--- src/rtl/pipeline_register_em.sv ---
// ---------------------------------------------------------------------------
// pipeline_register_em
//   Execute-to-memory pipeline register. Latches execute results and
//   control, owns the data-cache request of the instruction now in the
//   memory stage, captures load data and keeps halt sticky.
//
//   Handshake: the register advances (load) only when ihit=1, stall=0 and
//   no memory request is outstanding. A latched load/store raises dREN/dWEN
//   and mem_busy until the cycle dhit=1 is seen; the request is then
//   dropped and never reissued for that instruction.
//
// Ports
//   CLK, nRST                  clock (rising edge), async active-low reset
//   ihit, stall, flush         advance qualifier, hold, bubble insert
//   dhit, dmemload             data cache completion and read data
//   alu_out .. halt            execute-stage results and control
//   n_*                        registered copies presented to memory/WB
//   dREN, dWEN                 data cache request
//   dmemaddr, dmemstore        cache address / store data
//   mem_busy                   memory op outstanding (to hazard unit)
//   fsm_state                  debug view of the request FSM
// ---------------------------------------------------------------------------
module pipeline_register_em #(
    parameter int WORD_W = 32
) (
    input  logic              CLK,
    input  logic              nRST,
    input  logic              ihit,
    input  logic              stall,
    input  logic              flush,
    input  logic              dhit,
    input  logic [WORD_W-1:0] dmemload,
    input  logic [WORD_W-1:0] alu_out,
    input  logic [WORD_W-1:0] store_dat,
    input  logic [WORD_W-1:0] next_memaddr,
    input  logic [WORD_W-1:0] utype,
    input  logic [4:0]        wsel,
    input  logic [2:0]        final_mux,
    input  logic              Reg_write,
    input  logic              Mem_Read,
    input  logic              Mem_Write,
    input  logic              atomic,
    input  logic              halt,
    output logic [WORD_W-1:0] n_alu_out,
    output logic [WORD_W-1:0] n_store_dat,
    output logic [WORD_W-1:0] n_next_memaddr,
    output logic [WORD_W-1:0] n_utype,
    output logic [4:0]        n_wsel,
    output logic [2:0]        n_final_mux,
    output logic              n_Reg_write,
    output logic              n_atomic,
    output logic              n_halt,
    output logic [WORD_W-1:0] n_dmemload,
    output logic              dREN,
    output logic              dWEN,
    output logic [WORD_W-1:0] dmemaddr,
    output logic [WORD_W-1:0] dmemstore,
    output logic              mem_busy,
    output logic [1:0]        fsm_state
);

    typedef enum logic [1:0] {
        IDLE     = 2'd0,
        MEM_PEND = 2'd1,
        MEM_DONE = 2'd2
    } state_t;

    state_t            state_q, state_d;
    logic [WORD_W-1:0] alu_out_q, alu_out_d;
    logic [WORD_W-1:0] store_dat_q, store_dat_d;
    logic [WORD_W-1:0] next_memaddr_q, next_memaddr_d;
    logic [WORD_W-1:0] utype_q, utype_d;
    logic [WORD_W-1:0] dmemload_q, dmemload_d;
    logic [4:0]        wsel_q, wsel_d;
    logic [2:0]        final_mux_q, final_mux_d;
    logic              reg_write_q, reg_write_d;
    logic              mem_read_q, mem_read_d;
    logic              mem_write_q, mem_write_d;
    logic              atomic_q, atomic_d;
    logic              halt_q, halt_d;

    logic pend;
    logic load;

    assign pend = (state_q == MEM_PEND);
    // mem_busy gates load, so a new instruction can never overwrite the
    // one whose cache request is still in flight.
    assign load = ihit & ~stall & ~pend;

    always_comb begin
        state_d        = state_q;
        alu_out_d      = alu_out_q;
        store_dat_d    = store_dat_q;
        next_memaddr_d = next_memaddr_q;
        utype_d        = utype_q;
        dmemload_d     = dmemload_q;
        wsel_d         = wsel_q;
        final_mux_d    = final_mux_q;
        reg_write_d    = reg_write_q;
        mem_read_d     = mem_read_q;
        mem_write_d    = mem_write_q;
        atomic_d       = atomic_q;
        halt_d         = halt_q;

        if (load) begin
            if (flush) begin
                // Bubble: everything clears except halt, which is sticky.
                alu_out_d      = '0;
                store_dat_d    = '0;
                next_memaddr_d = '0;
                utype_d        = '0;
                dmemload_d     = '0;
                wsel_d         = '0;
                final_mux_d    = '0;
                reg_write_d    = 1'b0;
                mem_read_d     = 1'b0;
                mem_write_d    = 1'b0;
                atomic_d       = 1'b0;
                state_d        = IDLE;
            end else begin
                alu_out_d      = alu_out;
                store_dat_d    = store_dat;
                next_memaddr_d = next_memaddr;
                utype_d        = utype;
                wsel_d         = wsel;
                final_mux_d    = final_mux;
                reg_write_d    = Reg_write;
                mem_read_d     = Mem_Read;
                mem_write_d    = Mem_Write;
                atomic_d       = atomic;
                halt_d         = halt_q | halt;
                state_d        = (Mem_Read | Mem_Write) ? MEM_PEND : IDLE;
            end
        end else if (pend && dhit) begin
            // Completion wins over a same-cycle ihit; advance comes later.
            if (mem_read_q) begin
                dmemload_d = dmemload;
            end
            state_d = MEM_DONE;
        end
    end

    always_ff @(posedge CLK or negedge nRST) begin
        if (!nRST) begin
            state_q        <= IDLE;
            alu_out_q      <= '0;
            store_dat_q    <= '0;
            next_memaddr_q <= '0;
            utype_q        <= '0;
            dmemload_q     <= '0;
            wsel_q         <= '0;
            final_mux_q    <= '0;
            reg_write_q    <= 1'b0;
            mem_read_q     <= 1'b0;
            mem_write_q    <= 1'b0;
            atomic_q       <= 1'b0;
            halt_q         <= 1'b0;
        end else begin
            state_q        <= state_d;
            alu_out_q      <= alu_out_d;
            store_dat_q    <= store_dat_d;
            next_memaddr_q <= next_memaddr_d;
            utype_q        <= utype_d;
            dmemload_q     <= dmemload_d;
            wsel_q         <= wsel_d;
            final_mux_q    <= final_mux_d;
            reg_write_q    <= reg_write_d;
            mem_read_q     <= mem_read_d;
            mem_write_q    <= mem_write_d;
            atomic_q       <= atomic_d;
            halt_q         <= halt_d;
        end
    end

    // Request lines come straight from registered bits, so an async reset
    // drops them without waiting for a clock edge.
    assign dREN           = pend & mem_read_q;
    assign dWEN           = pend & mem_write_q;
    assign mem_busy       = pend;
    assign fsm_state      = state_q;

    assign n_alu_out      = alu_out_q;
    assign n_store_dat    = store_dat_q;
    assign n_next_memaddr = next_memaddr_q;
    assign n_utype        = utype_q;
    assign n_wsel         = wsel_q;
    assign n_final_mux    = final_mux_q;
    assign n_Reg_write    = reg_write_q;
    assign n_atomic       = atomic_q;
    assign n_halt         = halt_q;
    assign n_dmemload     = dmemload_q;
    assign dmemaddr       = alu_out_q;
    assign dmemstore      = store_dat_q;

endmodule

--- config.mk ---
export PLATFORM = sky130hd
export DESIGN_NAME = pipeline_register_em
export DESIGN_NICKNAME = d
export VERILOG_FILES = /design/src/rtl/pipeline_register_em.sv
export SDC_FILE = /design/constraint.sdc
export NUM_CORES = 1
export LEC_CHECK = 0
export ABC_AREA = 1
export CORE_ASPECT_RATIO = 0.5
export CORE_MARGIN = 1.5
export CORE_UTILIZATION = 30
export CTS_CLUSTER_DIAMETER = 50
export DETAILED_ROUTE_END_ITERATION = 7
export PLACE_DENSITY = 0.66
export SLEW_MARGIN = 20
export SYNTH_ARGS = -nofsm -noshare
export SYNTH_HDL_FRONTEND = slang
export SYNTH_SLANG_ARGS = --single-unit
--- constraint.sdc ---
create_clock -name CLK -period 1.39 [get_ports CLK]
set_input_delay 0.278 -clock CLK [delete_from_list [all_inputs] [get_ports CLK]]
set_output_delay 0.278 -clock CLK [all_outputs]
set_load 0.01 [all_outputs]
==> summary.txt <==
CTS
  – Inserted Clock Buffers: 17
  – CTS tree: yes
  – Clock transition at path regs: 70 ps
  – H-Tree Depth: 4
  – Clock latency on the worst-skew pair: 440 ps
  – Sink Count: 175
  – Root buffer cell: clkbuf_16
  – CTS max path bufs: 2

STA
  – Final WS setup: -108.9 ps
  – Slew margin rel.: 0.7892
  – Final Hold Viols: 0
  – RSZ-0062 raised after global routing: true
  – Time the worst path needs with I/O delays and setup: 1499 ps
  – Slew Limit Fails: 0
  – Setup violators final: 120
  – Max Freq: 667.1 MHz
  – Hold slack: 288.0 ps
  – Period utilization: 1.078
  – Final Skew: 8.180 ps
  – Slew @ Worst Pin: 316.2 ps

Logic synthesis
  – Sequential element share of the synthesized area: 0.6117
  – Synth top area cells: dfrtp_1 (61%), nand2_1 (26%), buf_4 (7.7%)
  – Adder-cell area share of the yosys netlist: 0
  – Compound-Gate Fraction of Synth Area: 0.0006991
  – Seq cells post-synth: 175
  – Mux share of post-synthesis cell area: 0
  – Synth Net Count: 997
  – Xor/xnor share of the synthesized area: 0
  – Synth top area share: 0.6117
  – Avg Cell Area, Syn: 8.752 sq um
  – Post-Syn Area: 7159 sq um
  – Yosys top cell by area: dfrtp_1
  – Cells after synthesis: 818
  – Yosys warnings: 0
  – Largest family of logic cells by synthesized area: simple AND/OR/NAND/NOR gates
  – Simple-gate portion of the synthesized area: 0.2875
  – Post-synth cell types: 14

Flow run
  – MaxCap Viol Count: 0

Floorplanning
  – IO Pins: 419
  – Die width: 221.5 microns
  – Core footprint: 23,130 sq um
  – Die area: 24,860 sq um
  – Die height: 112.2 microns
  – Initial Util: 0.3095
  – Number of placement rows: 39

Setup path
  – Slowest stage delay, CP: 410 ps
  – WP buf/inv: 4
  – Slowest-stage cell, CP: dfrtp_1
  – Most used cell, CP: nand2_4
  – Worst Setup Path Type: flip-flop to flip-flop
  – Crit path launch type: flip-flop
  – CP endpoint kind: flip-flop
  – Worst Path Arrival: 1870 ps
  – Reg2reg start: fsm_state[0]
  – Crit. Startpoint: fsm_state[0]
  – Crit path max-delay family: buffers and inverters
  – Cell Chain, Critical Path: nand2_4 -> buf_6 -> nand2_4 -> nor2_4 -> buf_12 -> buf_12 -> clkbuf_16 -> nand2_4 -> nand2_1
  – Crit-path max FO: 6
  – WP data required: 1760 ps

Hold path
  – Hold Path Class: input pin to asynchronous set/reset pin

Cells and area
  – Cell area after layout: 12,790 sq um
  – Register Area: 4379 sq um
  – Multi-input gate area: 2336 sq um
  – Fin nets: 1,436
  – Antenna cells: 0
  – Fillcell total: 2,097
  – Share of cells above drive strength 1: 0.2882
  – Area Overhead vs Synth: 78.64%

Outcome
  – Outcome: finished, violations left
  – Failing checks: negative setup slack

GRT
  – First-pass GRT wire length: 40,190 microns
  – GRT met1 Usage: 0.2591
  – Busiest grt layer: met2
  – Vias in the first global route: 6,849
  – Largest net degree at the start of global routing: 36
  – Total gr overflow: 0
  – All-layer global routing usage: 0.2118
  – Met3 Use GR: 0.04031
  – Initial antenna violation count: 0
  – Met2 Use GR: 0.3693

Power and ir drop
  – Peak supply drop: 0.6039 mV
  – Cell area power density: 1457 nW/um^2
  – Leak: 6.861 nW
  – Final Total Pwr: 18.63 mW

Routing
  – DRC errors left: 0
  – Vias per inst: 4.382
  – Routed WL: 27,330 microns
  – Detail Route Antenna Nets: 0
  – WL/cell: 17.33 microns
  – Via Count: 6,911
  – Drt pass-1 iters: 5
  – Initial DRC Count: 428

Place
  – I/O Buffers: 418
  – Detailed placement HPWL: 18,850 microns
  – DP Area: 11,500 sq um
  – Setup Slack @ Placement: -339.5 ps
  – RePlAce Congestion: 0.8789
-- worst paths after layout --
path,end,slack (ps),cells past startpoint
min,dmemaddr[31],290,2
max,n_utype[27],-110,9
min in group CLK,dmemstore[13],370,3
max in group asynchronous,dmemstore[27],570,3
max reg2reg,n_utype[27],-110,9
min reg2reg,n_utype[16],480,2
-- per-stage QoR --
stage / utilization / instances / setup TNS, ps
floorplan: - / 818 / 0
global placement: 0.4972 / 1476 / -47050
detailed placement: 0.4972 / 1476 / -50700
CTS: 0.5463 / 1555 / -8948
global route: 0.5530 / 1577 / -16740
finish: 0.5530 / 1577 / -5856
-- layer usage --
layer	routed length (microns)	vias up
li1	-	3300
met1	11250	3402
met2	14410	167
met3	952	42
met4	715	0
met5	0	-
-- registers in the layout, summed over array words and instances (netlist names) --
signal and count:
n_dmemload 32, n_Reg_write 1, fsm_state 2, n_next_memaddr 32, dmemaddr 32, mem_write_q 1
n_utype 32, mem_read_q 1, n_atomic 1, n_wsel 5, n_final_mux 3, n_halt 1
dmemstore 32
-- logic make-up (layout without fill, tap and decap cells) --
kind of cell / count (synthesis) / after routing
flops: 175 / 175
compound gates: 1 / 1
simple gates: 532 / 532
buf+inv: 110 / 562
-- final cells by class --
cell class	instances	area share
Timing Repair Buffer	523	0.3946
Tap cell	307	0.03003
Clock inverter	10	0.01057
Multi-Input combinational cell	533	0.1826
Inverter	7	0.002641
Sequential cell	175	0.3424
Clock buffer	22	0.03708
-- Yosys cell counts, drive strengths merged --
master	count
nand4	1
nor2	6
dfrtp	175
inv	7
nand3	35
clkbuf	11
buf	92
o21ai	1
nand2	490
-- power breakdown --
group | total (mW) | switching (mW) | internal, mW
Combinational | 6.56 | 3.14 | 3.42
Clock | 5.00 | 2.03 | 2.97
Sequential | 7.08 | 0.815 | 6.26
Total | 18.6 | 5.99 | 12.6
-- repair_timing --
action / 4_1_cts / 5_1_grt
pin swaps: 2 / 19
buffers inserted: 40 / 22
hold buffers: 1 / 0
endpoints found under the setup margin: 379 / 301
hold endpoints to repair: 19 / 0
gates resized for setup: 634 / 237
cloned: 7 / 8
-- placed cells by master (no fill, tap or decap), types with 2 or more instances in the layout --
| cell type | instances |
|---|---|
| nand3_1 | 35 |
| buf_6 | 46 |
| clkbuf_1 | 2 |
| bufinv_16 | 3 |
| dfrtp_1 | 175 |
| clkbuf_8 | 3 |
| clkinv_2 | 4 |
| nand2_4 | 22 |
| buf_2 | 46 |
| nor2_1 | 4 |
| inv_1 | 5 |
| buf_16 | 7 |
| buf_12 | 22 |
| clkdlybuf4s15_2 | 18 |
| clkdlybuf4s50_1 | 177 |
| clkbuf_2 | 75 |
| clkbuf_16 | 24 |
| nand2_2 | 45 |
| clkinv_4 | 2 |
| clkdlybuf4s15_1 | 80 |
| buf_4 | 44 |
| nand2_1 | 423 |
Note: power is estimated with default switching activity, not from simulation.
